--- config.mk ---
export PLATFORM = sky130hd
export DESIGN_NAME = gauss_filter_flat
export DESIGN_NICKNAME = d
export VERILOG_FILES = /design/src/rtl/gauss_pkg.sv /design/src/rtl/gauss_filter_if.sv /design/src/rtl/gauss_acc.sv /design/src/rtl/gauss_filter.sv /design/src/flat_wrapper.sv
export SDC_FILE = /design/constraint.sdc
export NUM_CORES = 1
export LEC_CHECK = 0
export BUFFER_PORTS_ARGS = -buffer_cell sky130_fd_sc_hd__buf_2
export CAP_MARGIN = 10
export CORE_ASPECT_RATIO = 0.5
export CORE_MARGIN = 2
export CORE_UTILIZATION = 55
export CTS_CLUSTER_DIAMETER = 50
export DETAILED_ROUTE_END_ITERATION = 8
export PLACE_DENSITY = 0.74
export SLEW_MARGIN = 5
export SYNTH_ARGS = -nofsm -noshare
export SYNTH_HDL_FRONTEND = slang
export SYNTH_SLANG_ARGS = --single-unit
export TNS_END_PERCENT = 20
--- constraint.sdc ---
create_clock -name clk -period 5.55 [get_ports clk]
set_clock_uncertainty 0.1 [all_clocks]
set_input_delay 0.8325 -clock clk [delete_from_list [all_inputs] [get_ports clk]]
set_output_delay 0.8325 -clock clk [all_outputs]
set_load 0.05 [all_outputs]
--- src/rtl/gauss_pkg.sv ---
// Shared constants, kernel weights and FSM encoding for the 3x3 Gaussian filter.
package gauss_pkg;

    localparam int PIX_W_DEF  = 12;
    localparam int ADDR_W_DEF = 18;
    localparam int CH_W       = 4;
    localparam int ACC_W      = 8;
    localparam int WT_W       = 5;

    // Edge pixels pass through the same accumulator with weight 16, so sum/16 equals the input.
    localparam logic [WT_W-1:0] W_CORNER = 5'd1;
    localparam logic [WT_W-1:0] W_SIDE   = 5'd2;
    localparam logic [WT_W-1:0] W_CENTRE = 5'd4;
    localparam logic [WT_W-1:0] W_EDGE   = 5'd16;

    typedef enum logic [2:0] {
        S_IDLE,
        S_FETCH,
        S_DRAIN,
        S_WRITE,
        S_DONE
    } state_t;

    // Weight of a kernel tap numbered 0..8 in row-major order.
    function automatic logic [WT_W-1:0] tap_weight(input logic [3:0] tap);
        case (tap)
            4'd4:                    return W_CENTRE;
            4'd1, 4'd3, 4'd5, 4'd7:  return W_SIDE;
            default:                 return W_CORNER;
        endcase
    endfunction

endpackage

--- src/rtl/gauss_filter_if.sv ---
// Frame-buffer read port, filtered-pixel write port and start/busy/done control.
interface gauss_filter_if #(
    parameter int ADDR_W = gauss_pkg::ADDR_W_DEF,
    parameter int PIX_W  = gauss_pkg::PIX_W_DEF
);
    logic              start;
    logic              busy;
    logic              done;
    logic [ADDR_W-1:0] RdAddr;
    logic [PIX_W-1:0]  RdData;
    logic [PIX_W-1:0]  GaussDin;
    logic              GaussWea;
    logic [ADDR_W-1:0] GaussAddr;

    modport master (
        input  start, RdData,
        output busy, done, RdAddr, GaussDin, GaussWea, GaussAddr
    );

    modport slave (
        output start, RdData,
        input  busy, done, RdAddr, GaussDin, GaussWea, GaussAddr
    );
endinterface

--- src/rtl/gauss_acc.sv ---
// One colour channel: weighted sum of 4-bit samples into an 8-bit accumulator.
module gauss_acc
    import gauss_pkg::*;
(
    input  logic              clk,
    input  logic              rst_n,
    input  logic              clr,
    input  logic              en,
    input  logic [WT_W-1:0]   weight,
    input  logic [CH_W-1:0]   din,
    output logic [ACC_W-1:0]  sum
);

    logic [ACC_W-1:0] prod;

    assign prod = ACC_W'(weight) * ACC_W'(din);

    // NOTE: state registers use <= so every accumulator and the FSM see the same pre-edge values.
    always_ff @(posedge clk or negedge rst_n) begin
        if (!rst_n)  sum <= '0;
        else if (clr) sum <= '0;
        else if (en)  sum <= sum + prod;
    end

endmodule

--- src/rtl/gauss_filter.sv ---
// Raster-order 3x3 Gaussian filter: 9 reads per interior pixel, centre copy on the border.
module gauss_filter
    import gauss_pkg::*;
#(
    parameter int IMG_W  = 320,
    parameter int IMG_H  = 240,
    parameter int ADDR_W = ADDR_W_DEF,
    parameter int PIX_W  = PIX_W_DEF
) (
    input  logic           clk,
    input  logic           rst_n,
    gauss_filter_if.master bus
);

    localparam int XW = $clog2(IMG_W);
    localparam int YW = $clog2(IMG_H);
    localparam logic [XW-1:0]     X_LAST   = XW'(IMG_W - 1);
    localparam logic [YW-1:0]     Y_LAST   = YW'(IMG_H - 1);
    localparam logic [ADDR_W-1:0] ROW_STEP = ADDR_W'(IMG_W - 2);
    localparam logic [ADDR_W-1:0] UP_LEFT  = ADDR_W'(IMG_W + 1);

    state_t            state;
    logic [XW-1:0]     x, x_nxt;
    logic [YW-1:0]     y, y_nxt;
    logic [ADDR_W-1:0] cen, cen_nxt;
    logic [ADDR_W-1:0] rd_addr, gauss_addr;
    logic [3:0]        tap;
    logic [1:0]        col;
    logic              inner, inner_nxt, last_pix, fetch_last;
    logic              busy, done, wea;
    logic              acc_clr, acc_en;
    logic [WT_W-1:0]   wt;
    logic [ACC_W-1:0]  ch_sum [3];

    // NOTE: every always_comb output is assigned on every path, so no latch is inferred.
    always_comb begin
        last_pix = (x == X_LAST) && (y == Y_LAST);
        x_nxt    = x + 1'b1;
        y_nxt    = y;
        if (x == X_LAST) begin
            x_nxt = '0;
            y_nxt = y + 1'b1;
        end
        cen_nxt   = cen + 1'b1;
        inner_nxt = (x_nxt != '0) && (x_nxt != X_LAST) && (y_nxt != '0) && (y_nxt != Y_LAST);
    end

    // Data returning in a cycle belongs to the tap issued one cycle earlier.
    always_comb begin
        fetch_last = inner ? (tap == 4'd8) : 1'b1;
        acc_clr    = (state == S_IDLE && bus.start) || (state == S_WRITE && !last_pix);
        acc_en     = (state == S_FETCH && tap != 4'd0) || (state == S_DRAIN);
        wt         = W_EDGE;
        if (inner) wt = (state == S_DRAIN) ? tap_weight(tap) : tap_weight(tap - 4'd1);
    end

    for (genvar c = 0; c < 3; c++) begin : g_ch
        gauss_acc u_acc (
            .clk    (clk),
            .rst_n  (rst_n),
            .clr    (acc_clr),
            .en     (acc_en),
            .weight (wt),
            .din    (bus.RdData[c*CH_W +: CH_W]),
            .sum    (ch_sum[c])
        );
    end

    always_ff @(posedge clk or negedge rst_n) begin
        if (!rst_n) begin
            state      <= S_IDLE;
            x          <= '0;
            y          <= '0;
            cen        <= '0;
            rd_addr    <= '0;
            gauss_addr <= '0;
            tap        <= '0;
            col        <= '0;
            inner      <= 1'b0;
            busy       <= 1'b0;
            done       <= 1'b0;
            wea        <= 1'b0;
        end else begin
            case (state)
                S_IDLE: if (bus.start) begin
                    state   <= S_FETCH;
                    busy    <= 1'b1;
                    x       <= '0;
                    y       <= '0;
                    cen     <= '0;
                    rd_addr <= '0;
                    inner   <= 1'b0;
                    tap     <= '0;
                    col     <= '0;
                end
                S_FETCH: if (fetch_last) begin
                    state <= S_DRAIN;
                end else begin
                    tap <= tap + 1'b1;
                    if (col == 2'd2) begin
                        col     <= '0;
                        rd_addr <= rd_addr + ROW_STEP;
                    end else begin
                        col     <= col + 1'b1;
                        rd_addr <= rd_addr + 1'b1;
                    end
                end
                S_DRAIN: begin
                    state      <= S_WRITE;
                    wea        <= 1'b1;
                    gauss_addr <= cen;
                end
                S_WRITE: begin
                    wea <= 1'b0;
                    if (last_pix) begin
                        state <= S_DONE;
                        done  <= 1'b1;
                        busy  <= 1'b0;
                    end else begin
                        state   <= S_FETCH;
                        x       <= x_nxt;
                        y       <= y_nxt;
                        cen     <= cen_nxt;
                        inner   <= inner_nxt;
                        tap     <= '0;
                        col     <= '0;
                        rd_addr <= inner_nxt ? cen_nxt - UP_LEFT : cen_nxt;
                    end
                end
                S_DONE: begin
                    done  <= 1'b0;
                    state <= S_IDLE;
                end
                default: state <= S_IDLE;
            endcase
        end
    end

    assign bus.busy      = busy;
    assign bus.done      = done;
    assign bus.RdAddr    = rd_addr;
    assign bus.GaussWea  = wea;
    assign bus.GaussAddr = gauss_addr;
    assign bus.GaussDin  = PIX_W'({CH_W'(ch_sum[2] >> CH_W),
                                   CH_W'(ch_sum[1] >> CH_W),
                                   CH_W'(ch_sum[0] >> CH_W)});

endmodule

--- src/flat_wrapper.sv ---
// flat-port wrapper written by rule: the top's interface ports become plain ports
module gauss_filter_flat import gauss_pkg::*;
#(
    parameter int IMG_W  = 320,
    parameter int IMG_H  = 240,
    parameter int ADDR_W = ADDR_W_DEF,
    parameter int PIX_W  = PIX_W_DEF
)
  (clk, rst_n, bus_start, bus_RdData, bus_busy, bus_done, bus_RdAddr, bus_GaussDin, bus_GaussWea, bus_GaussAddr);
  gauss_filter_if #(.ADDR_W(ADDR_W), .PIX_W(PIX_W)) bus_i ();
  input  logic clk;
  input  logic rst_n;
  input wire logic [$bits(bus_i.start)-1:0] bus_start;
  input wire logic [$bits(bus_i.RdData)-1:0] bus_RdData;
  output wire logic [$bits(bus_i.busy)-1:0] bus_busy;
  output wire logic [$bits(bus_i.done)-1:0] bus_done;
  output wire logic [$bits(bus_i.RdAddr)-1:0] bus_RdAddr;
  output wire logic [$bits(bus_i.GaussDin)-1:0] bus_GaussDin;
  output wire logic [$bits(bus_i.GaussWea)-1:0] bus_GaussWea;
  output wire logic [$bits(bus_i.GaussAddr)-1:0] bus_GaussAddr;
  assign bus_i.start = bus_start;
  assign bus_i.RdData = bus_RdData;
  assign bus_busy = bus_i.busy;
  assign bus_done = bus_i.done;
  assign bus_RdAddr = bus_i.RdAddr;
  assign bus_GaussDin = bus_i.GaussDin;
  assign bus_GaussWea = bus_i.GaussWea;
  assign bus_GaussAddr = bus_i.GaussAddr;
  gauss_filter #(.IMG_W(IMG_W), .IMG_H(IMG_H), .ADDR_W(ADDR_W), .PIX_W(PIX_W)) u_core (.clk(clk), .rst_n(rst_n), .bus(bus_i));
endmodule
Word-level counts from Yosys, hierarchy flattened
Index checks and enable logic that the tools add are counted.
{ "classes": {"multipliers": 3, "addsub": 12, "n_reduce_logical": 26, "n_eq_ne": 25, "n_mux": 49} }
{ "ops": {"columns": ["operator", "n"], "rows": [
  ["$mux W18", 6],
  ["$mux W8", 9],
  ["$pmux W18 S3", 1],
  ["$add A18 B1 Y18 const B", 2],
  ["$pmux W18 S2", 1],
  ["$mux W9", 3],
  ["$add A8 B8 Y8", 3],
  ["$eq A4 B3 Y1 const B", 6],
  ["$mul A5 B4 Y8", 3],
  ["$add A18 B9 Y18 const B", 1],
  ["$pmux W9 S2", 1],
  ["$sub A18 B9 Y18 const B", 1],
  ["$pmux W8 S2", 1],
  ["$mux W3", 4],
  ["$mux W4", 3],
  ["$pmux W3 S2", 2],
  ["$pmux W3 S4", 1],
  ["$pmux W4 S3", 1],
  ["$add A9 B1 Y9 const B", 1],
  ["$eq A9 B9 Y1 const B", 1],
  ["$ne A9 B9 Y1 const B", 1],
  ["$reduce_bool A9 Y1", 1],
  ["$add A8 B1 Y8 const B", 1],
  ["$eq A4 B1 Y1 const B", 2],
  ["other kinds (30)", 59]
]} }
{ "totals": {"ff_bits": 108, "word_cells": 130, "input_bits": 15, "out_inout_bits": 51} }

Logic depth before layout (Yosys ltp)
Gate-level depths: netlist of run 1.
{ "logic_depth": {"depth_word": 10, "ltp_mapped": 24, "depth_no_buf": 22} }

Hierarchy
A second synthesis of run 1 with hierarchy kept.
{ "hier_totals": {"hier_cells": 1042, "hier_area_um2": 8832.2} }
{ "by_module_without_submodules": {"columns": ["module", "seq_area_each_um2", "cells_each", "area_per_inst_um2", "instances"], "rows": [
  ["gauss_filter", 2102.0, 679, 5551.6, 1],
  ["gauss_acc (u_core.g_ch[0].u_acc)", 200.2, 120, 1103.6, 1],
  ["gauss_acc (u_core.g_ch[1].u_acc)", 200.2, 122, 1091.0, 1],
  ["gauss_acc (u_core.g_ch[2].u_acc)", 200.2, 121, 1086.0, 1]
]} }

Least setup slack after synthesis of run 1
OpenSTA, ideal clock, no wires.
{ "synth_timing": {"kind": "reg2reg", "start": "reg u_core.state[2]", "end": "reg u_core.g_ch[1].u_acc.sum[7]", "required_ns": 5.368, "path_stages_with_launch": 25, "setup_time_ns": 0.082, "setup_slack_ns": 0.861, "path_buffers": 3, "synth_period_minus_slack_ns": 4.689, "arrival_time_ns": 4.507, "path_cell_list": "dfrtp_1 clkbuf_1 inv_1 nand2_1 or2_2 clkbuf_1 nand3_1 a21boi_0 clkbuf_1 nand2_1 fa_1 inv_1 ha_1 inv_1 fa_1 inv_1 ha_1 nor2b_1 o21ai_0 nand2_1 a21o_1 a21o_1 xnor2_1 a21oi_1 o22ai_1"} }
{ "synth_via": {"elab_chain_cells": 7, "elab_cells_between_ends": 16, "classes_between": "add/sub (1); mul (1); eq/ne (3); mux (4); reduce/logical (7)"} }
{ "synth_rtl": {"columns": ["element", "line", "text"], "rows": [
  ["from (decl)", "gauss_filter.sv:22", "state_t state;"],
  ["from (signal assigned)", "gauss_filter.sv:71", "state <= S_IDLE;"],
  ["from (signal assigned)", "gauss_filter.sv:86", "state <= S_FETCH;"],
  ["from (signal assigned)", "gauss_filter.sv:97", "state <= S_DRAIN;"],
  ["$eq A3 B2 Y1", "gauss_filter.sv:52, gauss_filter.sv:54", null],
  ["$mux W3", "gauss_filter.sv:54", "if (inner) wt = (state == S_DRAIN) ? tap_weight(tap) : tap_weight(tap - 4'd1);"],
  ["$mux W5", "gauss_filter.sv:54", null],
  ["$mul A5 B4 Y8", "gauss_acc.sv:16", "assign prod = ACC_W'(weight) * ACC_W'(din);"],
  ["$add A8 B8 Y8", "gauss_acc.sv:22", "else if (en) sum <= sum + prod;"],
  ["$mux W8", "gauss_acc.sv:22", null],
  ["$mux W8", "gauss_acc.sv:21", "else if (clr) sum <= '0;"],
  ["to (signal assigned)", "gauss_acc.sv:22", null],
  ["to (decl)", "gauss_acc.sv:11", "output logic [ACC_W-1:0] sum"]
]} }
Several ways; a longest one is shown, not always the timed one. The select of a mux whose other input is x is not followed.
A chain may end at the register's enable or synchronous reset.

Final worst setup path of run 1
{ "layout_timing": {"start": "reg u_core.tap[0]", "end": "reg u_core.g_ch[2].u_acc.sum[7]"} }
{ "layout_via": {"elab_chain_cells": 10, "elab_cells_between_ends": 25, "classes_between": "add/sub (2); mul (1); eq/ne (10); mux (6); reduce/logical (6)"} }
{ "layout_rtl": {"columns": ["element", "line", "text"], "rows": [
  ["from (decl)", "gauss_filter.sv:27", "logic [3:0] tap;"],
  ["from (signal assigned)", "gauss_filter.sv:99", "tap <= tap + 1'b1;"],
  ["$sub A4 B1 Y4", "gauss_filter.sv:54", null],
  ["$eq A4 B1 Y1, or another cell as far along", "gauss_pkg.sv:26", "case (tap)"],
  ["$reduce_or A4 Y1", "gauss_pkg.sv:26", null],
  ["$pmux W3 S2", "gauss_pkg.sv:26", null],
  ["$mux W3", "gauss_filter.sv:54", null],
  ["$mux W5", "gauss_filter.sv:54", null],
  ["$mul A5 B4 Y8", "gauss_acc.sv:16", null],
  ["$add A8 B8 Y8", "gauss_acc.sv:22", null],
  ["$mux W8", "gauss_acc.sv:22", null],
  ["$mux W8", "gauss_acc.sv:21", null],
  ["to (signal assigned)", "gauss_acc.sv:22", null],
  ["to (decl)", "gauss_acc.sv:11", null]
]} }
Several ways; a longest one is shown, not always the timed one. The select of a mux whose other input is x is not followed.

==> results of run 1 <==
[through the flow]
step	area, sq um	utilization, %
floorplan	8510	-
global placement	8880	58.2
detailed placement	8880	58.2
CTS	9190	60.2
global route	9190	60.2
finish	9190	60.2
[layer usage]
metal / up-vias / track usage (%) / share of wire [%]
li1: 3469 / - / -
met1: 3501 / 31.9 / 44
met2: 201 / 42.7 / 48
met3: 37 / 5.08 / 5.6
met4: 0 / 7.59 / 1.9
met5: - / 0 / 0
[power groups by stage]
| stage | Combinational (mW) | Clock (mW) | Sequential, mW |
|---|---|---|---|
| 3_5_place_dp | 1.31 | 0 | 1.01 |
| 5_1_grt | 1.45 | 0.730 | 1.01 |
| 2_1_floorplan | 0.973 | 0 | 1.01 |
| 6_report | 1.32 | 0.688 | 0.995 |
| 4_1_cts | 1.31 | 0.703 | 0.992 |
| 3_3_place_gp | 1.28 | 0 | 1.00 |
[worst min-delay path, cell delays in order, from the launching register on]
cell     delay, ps
dfrtp_1        350
nand2_1         40
o21ai_0         60
[layout by cell type (no fill, tap or decap), types with 11 or more instances in the layout]
cell	count
a21o_1	13
a21oi_1	29
and2_1	21
and3_1	29
buf_2	64
buf_4	12
dfrtp_1	108
fa_1	24
ha_1	60
inv_1	96
mux2_2	16
nand2_1	103
nand3_1	43
nand4_1	19
nor2_1	46
nor2b_1	19
nor3_1	19
o21ai_0	89
o31ai_1	11
xnor2_1	30
xor2_1	30
[state kept, by name (all words and copies together), names as in the netlist]
name	flops
u_core.y	8
u_core.tap	4
u_core.bus.GaussAddr	18
u_core.bus.RdAddr	18
u_core.g_ch.u_acc.sum	24
u_core.state	3
u_core.cen	18
u_core.bus.done	1
u_core.bus.busy	1
u_core.x	9
u_core.col	2
u_core.bus.GaussWea	1
u_core.inner	1
[kinds of logic after synthesis]
| group | after synthesis | share of synthesized area (%) |
|---|---|---|
| and+or+nand+nor | 348 | 21.3 |
| AOI/OAI and AO/OA | 217 | 15.9 |
| buffers and inverters | 163 | 8.03 |
| DFF | 108 | 31.8 |
| adders and majority gates | 84 | 14.5 |
| xor gates and xnor gates | 60 | 6.18 |
| muxes | 18 | 2.35 |
[path summary, 6_finish.rpt]
kind,start,to,slack [ps]
min in group asynchronous,rst_n,u_core.g_ch[1].u_acc.sum[6]$_DFFE_PN0P_,450
worst max register to register,u_core.tap[0]$_DFFE_PN0P_,u_core.g_ch[2].u_acc.sum[7]$_DFFE_PN0P_,540
worst min-delay path,u_core.bus.GaussAddr[9]$_DFFE_PN0P_,u_core.bus.GaussAddr[9]$_DFFE_PN0P_,380
worst min register to register,u_core.bus.GaussAddr[9]$_DFFE_PN0P_,u_core.bus.GaussAddr[9]$_DFFE_PN0P_,380
worst max-delay path,u_core.tap[0]$_DFFE_PN0P_,u_core.g_ch[2].u_acc.sum[7]$_DFFE_PN0P_,540
max in group asynchronous,rst_n,u_core.cen[13]$_DFFE_PN0P_,3750
[final cells by class]
type	instances	area share, %
Clock inverter	5	0.735
Sequential cell	108	29.4
Tap cell	204	2.78
Inverter	96	3.92
Clock buffer	11	2.64
Multi-Input combinational cell	727	55.8
Timing Repair Buffer	77	4.68
==> results by group, run 1 <==
Status
  – Run status: completed

Finish
  – Layout area overhead: 8.03%
  – Final net count: 1118
  – Fillers: 1305
  – Layout cell share with drive strength beyond 1: 12.1%
  – Post-layout instance count excluding filler cells: 1228
  – Area of the multi-input gates: 5130 sq um
  – Storage cell area: 2700 sq um
  – # diodes: 0

Clocking
  – Setup bufs post-CTS: 0
  – CTS Hold Buffers Added: 0
  – CTS resizes: 0
  – CTS tree: yes
  – H-tree depth: 3
  – Worst-skew pair later-pin latency: 360 ps
  – CTS Root Cell: clkbuf_16
  – Clock tree buffer depth: 2
  – Clk sinks: 108
  – Total clock buffers created by CTS: 9
  – Clock Pin Slew Worst Setup and Hold Paths: 80 ps

Critical path
  – CP Launch Type: register
  – Crit-path max FO: 12
  – CP max-delay cell: fa_1
  – CP required: 5730 ps
  – CP Capture Type: register
  – Crit path DAT: 5190 ps
  – Crit path depth: 23
  – CP peak stage delay: 540 ps
  – Critical path buffers and inverters: 5
  – Worst path most repeated cell: inv_1
  – WS Path Type: register to register
  – Worst r2r path cells: 23
  – Critical Path, Cell by Cell: inv_1 -> ha_1 -> xor2_1 -> nand3_1 -> nand3_1 -> a21boi_0 -> buf_4 -> nand2_1 -> fa_1 -> inv_1 -> ha_1 -> inv_1 -> fa_1 -> inv_1 -> ha_1 -> nor2b_1 -> o21ai_0 -> nand2_1 -> a21o_1 -> a21o_1 -> xnor2_1 -> a21oi_1 -> o22ai_1
  – Crit path max-delay family: adder cells

Drt
  – WL final: 19700 um
  – # DRC: 0
  – Routed WL per cell: 16.1 um
  – DRT iter0 DRCs: 591
  – DRT Pass-1 Iters: 5
  – DR vias: 7208
  – DRT antenna net count: 0
  – Via/cell ratio: 5.87

Synthesis
  – Synthesized net count: 1097
  – Synth cell count leaders: dfrtp_1 (108), nand2_1 (103), inv_1 (96)
  – Synth cell types: 66
  – Post-synthesis instance total: 998
  – Post-synth EDFFs: 0
  – Yosys warnings: 0
  – Prevailing post-synth register cell: dfrtp_1
  – Yosys top cell by area: dfrtp_1
  – Synth top area cells: dfrtp_1 (32%), ha_1 (8.8%), fa_1 (5.6%)
  – Post-Syn Area: 8510 sq um
  – Count leader, synth: dfrtp_1
  – Top cell type's share of synthesized area: 31.8%
  – Synth Area per Inst: 8.52 sq um
  – #FFs+latches synth: 108
  – Async SR Flop Fraction: 100%
  – Post-synthesis sequential area ratio: 31.8%

Timing
  – Fin Hold WS: 385 ps
  – Final hold viol count: 0
  – RSZ-0062 raised after global routing: no
  – Total negative slack: 0 ps
  – Setup violators final: 0
  – Tmin final: 5010 ps
  – Slew margin rel.: 21.6%
  – Pins over their slew limit: 0
  – Slew @ Worst Pin: 1170 ps
  – Final Worst Setup Slack: 539 ps
  – Max frequency: 0.200 GHz
  – Crit share post-route: 90.3%

Die
  – Die Footprint: 16500 sq um
  – Site Rows: 32
  – Io pins: 66
  – Die W: 180 um
  – Core area: 15300 sq um
  – DIE HEIGHT: 91.9 um
  – Initial Utilization: 55.8%

Placement
  – Gp weighted congestion: 0.896
  – Port Buffers: 65
  – Placed cell count: 1212
  – Detail Placement HPWL: 14000 um
  – Pre-CTS WS: 616 ps

Power and ir drop
  – Total Power: 3.00 mW
  – Combinational cell fraction of total power: 43.9%
  – Static Leak: 4.52 nW
  – PD cells: 326 nW/um^2
  – Internal: 1.65 mW
  – Sequential share of power: 33.2%
  – NetSw: 1.35 mW
  – Sw frac: 45.0%
  – Clock power frac: 22.9%
  – Worst VDD drop: 251 uV

Global route
  – Overflow after GRT: 0
  – First-pass GRT wire length: 33600 um
  – Initial antenna violation count: 0
  – All-Layer GR Usage: 24.9%
  – Pin count of the biggest net entering global routing: 61
  – Vias in the first global route: 7038

Run
  – Max cap viols: 0

Hold path
  – Worst Hold Class: register to register
  – Hold Path Cell Cnt: 2
No activity file was read; power rests on OpenSTA's default activity.
==> run 2, diff against run 1 <==
==> constraint.sdc (replaced) <==
create_clock -name clk -period 5.55 [get_ports clk]
set_clock_uncertainty 0.1 [all_clocks]
set_input_delay 0.2775 -clock clk [delete_from_list [all_inputs] [get_ports clk]]
set_output_delay 0.2775 -clock clk [all_outputs]
set_load 0.05 [all_outputs]
==> results by group, run 2 (synthesized netlist as in run 1, its figures left out) <==
Timing
  – Slew @ Worst Pin: 1160 ps
  – Crit share post-route: 88.3%
  – Slew margin rel.: 22.5%
  – Setup violators final: 0
  – Max frequency: 0.204 GHz
  – RSZ-0062 raised after global routing: no
  – Total negative slack: 0 ps
  – Final hold viol count: 0
  – Tmin final: 4900 ps
  – Pins over their slew limit: 0

Global route
  – Initial antenna violation count: 0
  – Pin count of the biggest net entering global routing: 63
  – Met3 Usage GRT: 4.85%
  – All-Layer GR Usage: 24.9%
  – Met1 Resource Use GR: 32.3%
  – Met2 Use GR: 42.7%
  – Most Crowded Layer GR: met2
  – Vias in the first global route: 6937
  – Overflow after GRT: 0
  – First-pass GRT wire length: 33500 um

Drt
  – # DRC: 0
  – Via/cell ratio: 5.77
  – DRT antenna net count: 0
  – DRT iter0 DRCs: 567
  – DR vias: 7087
  – WL final: 19600 um
  – DRT Pass-1 Iters: 5
  – Routed WL per cell: 15.9 um

Die
  – Core area: 15300 sq um
  – Die Footprint: 16500 sq um
  – Site Rows: 32
  – DIE HEIGHT: 91.9 um
  – Die W: 180 um
  – Initial Utilization: 55.8%
  – Io pins: 66

Critical path
  – CP required: 5730 ps
  – CP Launch Type: register
  – Crit path DAT: 5070 ps
  – Crit-path max FO: 12
  – Reg2reg start: u_core.tap[0]$_DFFE_PN0P_
  – Crit path launch: u_core.tap[0]$_DFFE_PN0P_
  – WS Path Type: register to register
  – CP Capture Type: register

Power and ir drop
  – Worst VDD drop: 190 uV
  – Total Power: 2.94 mW
  – Sw frac: 45.8%
  – PD cells: 321 nW/um^2
  – Combinational cell fraction of total power: 44.0%
  – Clock power frac: 22.2%
  – Sequential share of power: 33.8%
  – Internal: 1.60 mW
  – NetSw: 1.35 mW
  – Static Leak: 4.52 nW

Status
  – Run status: completed

Hold path
  – Hold path startpoint: bus_start
  – Worst Hold Class: primary input to register

Finish
  – Final net count: 1119
  – Fillers: 1333
  – Commonest non-fill, non-tap cells in the layout: dfrtp_1 (108), nand2_1 (103), inv_1 (96)
  – Core Util, Final: 60.1%
  – Layout area overhead: 7.84%
  – Post-Layout Inst Area: 9170 sq um
  – Commonest non-fill, non-tap cell in the layout: dfrtp_1
  – Layout cell share with drive strength beyond 1: 12.2%
  – # diodes: 0
  – Most flop-heavy register: u_core.g_ch.u_acc.sum
  – Max FFs per register: 24

Clocking
  – Clock tree buffer depth: 2
  – CTS resizes: 0
  – CTS Root Cell: clkbuf_16
  – CTS tree: yes
  – Worst-skew pair later-pin latency: 360 ps
  – H-tree depth: 3
  – Setup bufs post-CTS: 0
  – Clk sinks: 108
  – Total clock buffers created by CTS: 9
  – Clock Pin Slew Worst Setup and Hold Paths: 80 ps

Placement
  – Placed cell areas: 8870 sq um
  – Port Buffers: 65
  – Detail Placement HPWL: 14200 um
  – Gp weighted congestion: 0.862

Run
  – Max cap viols: 0
-- run 2: path summary, 6_finish.rpt --
kind	end	slack [ps]	cells after the start
setup reg to reg	u_core.g_ch[0].u_acc.sum[7]$_DFFE_PN0P_	650	23
hold reg to reg	u_core.bus.GaussAddr[9]$_DFFE_PN0P_	390	2
setup / recovery	u_core.g_ch[0].u_acc.sum[7]$_DFFE_PN0P_	650	23
hold / removal	u_core.state[0]$_DFFE_PN0P_	260	4
max in group asynchronous	u_core.bus.GaussAddr[14]$_DFFE_PN0P_	3750	3
min in group asynchronous	u_core.g_ch[1].u_acc.sum[6]$_DFFE_PN0P_	450	2
-- run 2: per-stage QoR --
stage,hold slack [ps],instances,setup slack (ps)
finish,259,1229,652
global route,261,1229,199
CTS,242,1229,677
detailed placement,323,1212,722
global placement,317,1212,910
floorplan,-118,998,861
-- run 2: power by group through the flow --
stage	clock [mW]	combinational [mW]	sequential [mW]
2_1_floorplan	0	0.973	1.01
3_3_place_gp	0	1.26	1.00
3_5_place_dp	0	1.29	1.01
4_1_cts	0.669	1.30	0.993
5_1_grt	0.698	1.43	1.01
6_report	0.654	1.29	0.995
-- run 2: critical path: stages (launching register included) --
cell	delay, ps
dfrtp_1	480
inv_1	120
ha_1	270
xor2_1	160
nand3_1	120
nand3_1	80
a21boi_0	180
buf_4	200
nand2_1	100
fa_1	540
inv_1	40
ha_1	260
inv_1	50
fa_1	500
inv_1	50
ha_1	320
nor2b_1	140
o21ai_0	210
a21boi_0	160
o21ai_0	180
nand2b_1	90
xnor2_1	210
a21oi_1	100
o22ai_1	160
-- run 2: repair_timing --
item	CTS	global route
endpoints found under the setup margin	0	0
hold buffers	1	0
endpoints found under the hold margin	61	0
-- run 2: area by class of cell --
| cell class | count | area, sq um | share of cell area [%] |
|---|---|---|---|
| well taps | 204 | 255 | 2.78 |
| flip-flops and latches | 108 | 2700 | 29.5 |
| multi-input cells | 727 | 5130 | 55.9 |
| inverters | 96 | 360 | 3.93 |
| repair buffers | 78 | 428 | 4.66 |
| clock inverters | 6 | 57.6 | 0.627 |
| clock buffers | 10 | 239 | 2.61 |
-- run 2: per-layer routing --
layer / share of wire (%) / up-vias
li1: - / 3477
met1: 46 / 3416
met2: 48 / 170
met3: 4.4 / 24
met4: 1.4 / 0
met5: 0 / -
==> run 3, diff against run 2 <==
--- a/config.mk
+++ b/config.mk
@@ -7,7 +7,6 @@
 export LEC_CHECK = 0
 export BUFFER_PORTS_ARGS = -buffer_cell sky130_fd_sc_hd__buf_2
 export CAP_MARGIN = 10
-export CORE_ASPECT_RATIO = 0.5
 export CORE_MARGIN = 2
 export CORE_UTILIZATION = 55
 export CTS_CLUSTER_DIAMETER = 50
==> results by group, run 3 (synthesized netlist as in run 1, its figures left out) <==
Clocking
  – CTS resizes: 0
  – CTS Root Cell: clkbuf_16
  – Worst-skew pair later-pin latency: 360 ps
  – Total clock buffers created by CTS: 9
  – Clock tree buffer depth: 2
  – CTS tree: yes
  – Clock Pin Slew Worst Setup and Hold Paths: 70 ps
  – Clk sinks: 108
  – CTS Hold Buffers Added: 1
  – Setup bufs post-CTS: 0
  – H-tree depth: 3

Finish
  – Most flop-heavy register: u_core.g_ch.u_acc.sum
  – Commonest non-fill, non-tap cells in the layout: dfrtp_1 (108), nand2_1 (103), inv_1 (96)
  – Layout area overhead: 7.41%
  – # diodes: 0
  – Final net count: 1119
  – Layout cell share with drive strength beyond 1: 12.3%
  – Commonest non-fill, non-tap cell in the layout: dfrtp_1
  – Max FFs per register: 24

Drt
  – DRT antenna net count: 0
  – DRT iter0 DRCs: 435
  – DR vias: 6988
  – Via/cell ratio: 5.77
  – DRT Pass-1 Iters: 5
  – WL final: 19200 um
  – Routed WL per cell: 15.8 um
  – # DRC: 0

Global route
  – All-Layer GR Usage: 24.6%
  – First-pass GRT wire length: 32900 um
  – Overflow after GRT: 0
  – Initial antenna violation count: 0
  – Vias in the first global route: 6714
  – Pin count of the biggest net entering global routing: 66

Critical path
  – WS Path Type: register to register
  – CP max-delay cell: a21oi_1
  – CP peak stage delay: 670 ps
  – CP Launch Type: register
  – Critical Path, Cell by Cell: nor3_1 -> xnor2_1 -> o21ai_0 -> a21oi_1 -> nand2_1 -> fa_1 -> inv_1 -> ha_1 -> inv_1 -> fa_1 -> inv_1 -> ha_1 -> nor2b_1 -> o21ai_0 -> a21boi_0 -> o21ai_0 -> nand2b_1 -> xnor2_1 -> a21oi_1 -> o22ai_1
  – CP Capture Type: register
  – Crit-path max FO: 12
  – CP required: 5740 ps
  – Crit path DAT: 5260 ps

Timing
  – Pins over their slew limit: 0
  – Total negative slack: 0 ps
  – Slew margin rel.: 29.2%
  – Final hold viol count: 0
  – Tmin final: 5070 ps
  – Final Worst Setup Slack: 479 ps
  – RSZ-0062 raised after global routing: no
  – Slew @ Worst Pin: 1060 ps
  – Max frequency: 0.197 GHz
  – Setup violators final: 0
  – Crit share post-route: 91.4%

Placement
  – Gp weighted congestion: 0.895
  – Port Buffers: 65
  – Pre-CTS WS: 537 ps
  – Detail Placement HPWL: 13800 um

Power and ir drop
  – Worst VDD drop: 220 uV
  – Static Leak: 4.50 nW
  – PD cells: 317 nW/um^2

Die
  – Die W: 128 um
  – Site Rows: 45
  – Die Footprint: 16500 sq um
  – DIE HEIGHT: 128 um
  – Initial Utilization: 56.2%
  – Core area: 15100 sq um
  – Io pins: 66

Status
  – Run status: completed

Hold path
  – Worst Hold Class: primary input to register

Run
  – Max cap viols: 0
run 3: through the flow:
step | utilization, % | hold slack, ps | std cells | cell area (sq um) | total power [mW]
finish | 60.3 | 293 | 1212 | 9140 | 2.90
global route | 60.3 | 330 | 1212 | 9140 | 3.11
CTS | 60.3 | 295 | 1212 | 9140 | 2.92
detailed placement | 58.5 | 362 | 1196 | 8850 | 2.29
global placement | 58.5 | 348 | 1196 | 8850 | 2.26
floorplan | - | -118 | 998 | 8510 | 1.99
run 3: power breakdown:
group	internal, mW	switching [mW]	leakage [nW]
Combinational	0.389	0.886	2.90
Sequential	0.876	0.120	1.47
Clock	0.308	0.317	0.130
Total	1.57	1.32	4.50
run 3: critical path: cells and delay by family (launching register included):
family | cells | cell delay, ps
flip-flops | 1 | 480
adder cells (fa/ha/maj) | 4 | 1610
buffers and inverters | 3 | 130
AND/OR/NAND/NOR | 4 | 650
XOR/XNOR | 2 | 360
AO/OA/AOI/OAI | 7 | 1660
run 3: worst paths after layout:
| check | cells past startpoint | to | slack (ps) | from |
|---|---|---|---|---|
| worst max register to register | 20 | u_core.g_ch[0].u_acc.sum[7]$_DFFE_PN0P_ | 480 | u_core.tap[2]$_DFFE_PN0P_ |
| min in group asynchronous | 2 | u_core.y[1]$_DFFE_PN0P_ | 480 | rst_n |
| worst max-delay path | 20 | u_core.g_ch[0].u_acc.sum[7]$_DFFE_PN0P_ | 480 | u_core.tap[2]$_DFFE_PN0P_ |
| max in group asynchronous | 3 | u_core.bus.RdAddr[15]$_DFFE_PN0P_ | 3780 | rst_n |
| worst min-delay path | 5 | u_core.g_ch[1].u_acc.sum[0]$_DFFE_PN0P_ | 290 | bus_RdData[4] |
| worst min register to register | 1 | u_core.bus.GaussAddr[16]$_DFFE_PN0P_ | 400 | u_core.bus.GaussAddr[16]$_DFFE_PN0P_ |
run 3: area by class of cell:
| class | instances | area [sq um] |
|---|---|---|
| clock inverter | 6 | 48.8 |
| multi-input combinational | 727 | 5140 |
| tap | 188 | 235 |
| inverter | 96 | 360 |
| sequential | 108 | 2700 |
| timing repair buffer | 78 | 428 |
| fill | 1367 | 6010 |
| clock buffer | 9 | 225 |
run 3: metal layers:
| layer | global-route usage, % | up-vias | wire length, um |
|---|---|---|---|
| met5 | 0 | - | 0 |
| met4 | 6.33 | 0 | 245 |
| met3 | 4.41 | 16 | 690 |
| met2 | 43.2 | 132 | 9420 |
| met1 | 31.6 | 3373 | 8820 |
| li1 | - | 3467 | - |
